[src/rtl/fifo_ctrl.sv]
// rtl/fifo_ctrl.sv - pointer/count/flag sequencer for an external dual-port RAM FIFO
module fifo_ctrl #(
  parameter int ADDR_WIDTH = 4,
  parameter int RAM_DEPTH  = 16,
  parameter int AFULL_LVL  = 12,
  parameter int AEMPTY_LVL = 2
) (
  input  logic                  clock,
  input  logic                  fifo_rst_n,
  input  logic                  clear,
  input  logic                  push,
  input  logic                  pop,
  output logic                  write_allow,
  output logic [ADDR_WIDTH-1:0] write_addr,
  output logic                  read_allow,
  output logic [ADDR_WIDTH-1:0] read_addr,
  output logic                  read_valid,
  output logic [ADDR_WIDTH:0]   fifo_count,
  output logic                  full,
  output logic                  empty,
  output logic                  almost_full,
  output logic                  almost_empty,
  output logic                  overflow,
  output logic                  underflow
);

  // Wrap point is explicit so non-power-of-two depths never address past the last entry.
  localparam logic [ADDR_WIDTH-1:0] LAST_PTR   = ADDR_WIDTH'(RAM_DEPTH - 1);
  localparam logic [ADDR_WIDTH:0]   DEPTH_CNT  = (ADDR_WIDTH + 1)'(RAM_DEPTH);
  localparam logic [ADDR_WIDTH:0]   AFULL_CNT  = (ADDR_WIDTH + 1)'(AFULL_LVL);
  localparam logic [ADDR_WIDTH:0]   AEMPTY_CNT = (ADDR_WIDTH + 1)'(AEMPTY_LVL);

  logic [ADDR_WIDTH-1:0] wr_ptr;
  logic [ADDR_WIDTH-1:0] rd_ptr;
  logic [ADDR_WIDTH:0]   count;
  logic                  pop_ok;
  logic                  push_ok;
  logic                  push_rejected;
  logic                  pop_on_empty;

  // Accept decisions: a pop frees a slot, so a push into a full FIFO is legal alongside it.
  // The reset term keeps the RAM strobes quiet while the FIFO is held in reset.
  always_comb begin
    pop_ok        = fifo_rst_n & pop & ~clear & ~empty;
    push_ok       = fifo_rst_n & push & ~clear & (~full | pop_ok);
    push_rejected = push & ~clear & ~push_ok;
    pop_on_empty  = pop & ~clear & empty;
  end

  assign write_allow = push_ok;
  assign read_allow  = pop_ok;
  assign write_addr  = wr_ptr;
  assign read_addr   = rd_ptr;
  assign fifo_count  = count;

  // Level flags come straight from the registered count.
  assign full         = (count == DEPTH_CNT);
  assign empty        = (count == '0);
  assign almost_full  = (count >= AFULL_CNT);
  assign almost_empty = (count <= AEMPTY_CNT);

  // Write pointer: advance on each accepted push, wrapping at the last usable entry.
  always_ff @(posedge clock or negedge fifo_rst_n) begin
    if (!fifo_rst_n) begin
      wr_ptr <= '0;
    end else if (clear) begin
      wr_ptr <= '0;
    end else if (push_ok) begin
      wr_ptr <= (wr_ptr == LAST_PTR) ? '0 : wr_ptr + 1'b1;
    end
  end

  // Read pointer: advance on each accepted pop, wrapping at the last usable entry.
  always_ff @(posedge clock or negedge fifo_rst_n) begin
    if (!fifo_rst_n) begin
      rd_ptr <= '0;
    end else if (clear) begin
      rd_ptr <= '0;
    end else if (pop_ok) begin
      rd_ptr <= (rd_ptr == LAST_PTR) ? '0 : rd_ptr + 1'b1;
    end
  end

  // Occupancy: the accept logic already bounds it to 0..RAM_DEPTH.
  always_ff @(posedge clock or negedge fifo_rst_n) begin
    if (!fifo_rst_n) begin
      count <= '0;
    end else if (clear) begin
      count <= '0;
    end else begin
      case ({push_ok, pop_ok})
        2'b10:   count <= count + 1'b1;
        2'b01:   count <= count - 1'b1;
        default: count <= count;
      endcase
    end
  end

  // Read data from the RAM is registered, so it is valid one cycle after the accepted pop.
  always_ff @(posedge clock or negedge fifo_rst_n) begin
    if (!fifo_rst_n) begin
      read_valid <= 1'b0;
    end else begin
      read_valid <= pop_ok;
    end
  end

  // Sticky overflow: set by any rejected push outside a flush.
  always_ff @(posedge clock or negedge fifo_rst_n) begin
    if (!fifo_rst_n) begin
      overflow <= 1'b0;
    end else if (clear) begin
      overflow <= 1'b0;
    end else if (push_rejected) begin
      overflow <= 1'b1;
    end
  end

  // Sticky underflow: set by any pop request while empty outside a flush.
  always_ff @(posedge clock or negedge fifo_rst_n) begin
    if (!fifo_rst_n) begin
      underflow <= 1'b0;
    end else if (clear) begin
      underflow <= 1'b0;
    end else if (pop_on_empty) begin
      underflow <= 1'b1;
    end
  end

endmodule
[config.mk]
export PLATFORM = sky130hd
export DESIGN_NAME = fifo_ctrl
export DESIGN_NICKNAME = d
export VERILOG_FILES = /design/src/rtl/fifo_ctrl.sv
export SDC_FILE = /design/constraint.sdc
export NUM_CORES = 1
export LEC_CHECK = 0
export BUFFER_PORTS_ARGS = -buffer_cell sky130_fd_sc_hd__buf_4
export CAP_MARGIN = 20
export CORE_MARGIN = 2
export CORE_UTILIZATION = 38
export DETAILED_ROUTE_END_ITERATION = 8
export GPL_ROUTABILITY_DRIVEN = 0
export HOLD_SLACK_MARGIN = 0.06
export PLACE_DENSITY = 0.59
export SYNTH_ARGS = -nofsm -noshare
export SYNTH_HDL_FRONTEND = slang
export SYNTH_SLANG_ARGS = --single-unit
[constraint.sdc]
create_clock -name clock -period 7.6 [get_ports clock]
set_clock_uncertainty 0.05 [all_clocks]
set_input_delay 1.14 -clock clock [delete_from_list [all_inputs] [get_ports clock]]
set_output_delay 1.14 -clock clock [all_outputs]
set_load 0.005 [all_outputs]
==> results.cfg <==
[outcome]
outcome = finished clean

[global_routing]
grt_use_met2_pct = 23.0
grt_pass1_vias = 740
use_met3_pct = 2.30
grt.overflow.total = 0
grt.busiest_layer = met2
antenna_found_initial = 0
met1_usage_pct = 19.0
grt_start_max_net_pins = 21
grtUsageTotal_pct = 14.3
grt_pass1_wl_um = 3560

[floorplanning]
initial_core_util_pct = 40.9
ios = 27
die_area_sq_um = 3170
rows = 18
die_y_um = 56.3
core_region_area_sq_um = 2540
die_w_um = 56.3

[cells_and_area]
insertedDiodeCount = 0
multi_input_area_sq_um = 584
fillers = 246
nNetsFinal = 141
area_growth_pct = 22.2
drive_gt1_share_pct = 29.5
final_cell_mix = buf_4 (26), dfrtp_1 (16), nor2_1 (15), a21oi_1 (9), nand2_1 (7)
layout_commonest_cell = buf_4
seqCellArea_sq_um = 400
utilization_pct = 50.0
design_area_sq_um = 1270

[cts]
cts_tree = built
numCtsBuffers = 3
clockBufferDepth = 2
hold_buffers = 0
postCtsSetupBuffers = 0
htreeDepth = 1
clock-sinks = 16
cts_root_buffer = clkbuf_4
clk_pin_slew_worst_paths_ps = 110
cts_resized = 0
clkLatencyLatePin_ps = 290

[setup_path]
crit_fanout = 20
cp_common_cell = buf_4
cp-end-kind = output port
cp_slowest_cell = a311oi_4
worstSetupPathType = primary input to output port
startpoint_type = primary input
worstPathRequired_ps = 6410
path_cells = buf_4, nand2_1, a311oi_4, buf_4
crit_arrival_ps = 2160
cpPeakStageDelay_ps = 450

[logic_synthesis]
yosys-top-cells-area = dfrtp_1 (38%), ha_1 (6.0%), mux2i_1 (5.8%)
postSynthCellCount = 102
synth_warnings = 0
synth_area_sq_um = 1040
synth_top_area_share_pct = 38.5
yosysTopAreaCell = dfrtp_1
synth.ff_latch_count = 16
yosysSeqAreaShare_pct = 38.5
syn_area_per_cell_sq_um = 10.2
synth.distinct_cells = 31
syn-num-nets = 113

[placement]
dpl.hpwl_um = 1530
place_area_sq_um = 1240
place.port_buffers = 26

[sta]
fmax_mhz = 299
finalSetupViolCount = 0
fin_crit_sh_pct = 44.1
finalSetupTns_ps = 0
hold_viol = 0
drv_slew = 0
rsz0062_at_grt = no
tightestPinTransition_ps = 468
slew-limit-headroom_pct = 68.5
min_period_ps = 3350

[route]
vias_per_cell = 5.24
postRouteAntennaNets = 0
first_pass_iters = 4
drtIter0Drc = 13
wl_per_cell_um = 13.0
drcViolationCount = 0
wl_um = 2070
vias = 833

[pwr]
p_per_area_nw_per_um2 = 163
leakage_nw = 0.597
irDropWorstVdd_mv = 0.0876

[min_path]
hold_path_class = register to register

[flow_run]
drv_cap = 0
## flip-flops by register name, indices dropped and copies added (netlist names)
register    flops
read_valid      1
fifo_count      5
read_addr       4
overflow        1
underflow       1
write_addr      4
## per-stage QoR
step                power [mW]  std cells  hold slack [ps]  setup WS, ps
detailed placement       0.151        155              448          3940
global placement         0.151        155              431          4030
global route             0.221        159              533          4080
CTS                      0.210        159              474          4220
finish                   0.207        159              477          4250
floorplan                0.131        102              436          4450
## final timing paths
| check | from | endpoint | slack (ps) | cells after the start |
|---|---|---|---|---|
| min | underflow | underflow | 480 | 2 |
| max | fifo_rst_n | read_allow | 4250 | 4 |
| max in group asynchronous | fifo_rst_n | fifo_count[0] | 6640 | 1 |
| min in group asynchronous | fifo_rst_n | overflow | 650 | 1 |
| min reg2reg | underflow | underflow | 480 | 2 |
| max reg2reg | fifo_count[4] | fifo_count[4] | 4580 | 10 |
## final cells by class
| type | count | share of cell area, % |
|---|---|---|
| Timing Repair Buffer | 26 | 15.3 |
| Inverter | 5 | 1.47 |
| Sequential cell | 16 | 31.5 |
| Multi-Input combinational cell | 78 | 45.9 |
| Clock buffer | 4 | 2.85 |
| Tap cell | 30 | 2.95 |
## cells in the mapped netlist
cell type	count
a221oi_4	1
xor2_1	3
a31oi_4	1
a21o_1	1
a311oi_4	1
a21oi_1	9
mux2i_1	6
inv_1	5
o21ai_0	4
nand3_1	1
and2_2	1
ha_1	5
or2_2	1
nand2b_1	1
nand3b_1	2
buf_6	1
nor4_4	1
dfrtp_1	16
a21o_2	1
a31oi_1	2
nand2_1	7
nor2_1	15
nor3_1	2
fa_1	1
dlymetal6s2s_1	1
nor2b_2	1
o311ai_0	1
a211oi_1	1
clkbuf_8	1
xnor2_1	5
or3_1	4
## power by group
group / internal [mW] / switching, mW / total [mW]
clock: 0.0291 / 0.0287 / 0.0579
combinational: 0.0259 / 0.0262 / 0.0521
sequential: 0.0892 / 0.00776 / 0.0969
total: 0.144 / 0.0627 / 0.207
## critical path, delay by kind of cell
family / cells / cell delay, ps
buf+inv: 2 / 420
compound gates: 1 / 450
simple gates: 1 / 140
## routing by layer
metal / vias to the layer above / wire length (um)
met5: - / 0
met4: 0 / 12
met3: 2 / 107
li1: 412 / -
met2: 21 / 1030
met1: 398 / 923
## cell families (layout without fill, tap and decap cells)
| group | Yosys count | count (layout) | share of synthesized area (%) |
|---|---|---|---|
| DFF | 16 | 16 | 38.5 |
| buffers and inverters | 8 | 35 | 5.41 |
| AOI/OAI and AO/OA | 22 | 22 | 17.7 |
| muxes | 6 | 6 | 5.77 |
| and+or+nand+nor | 36 | 36 | 18.0 |
| xor gates and xnor gates | 8 | 8 | 6.73 |
| adders and majority gates | 6 | 6 | 7.93 |
Power figures use the tool's default switching activity.
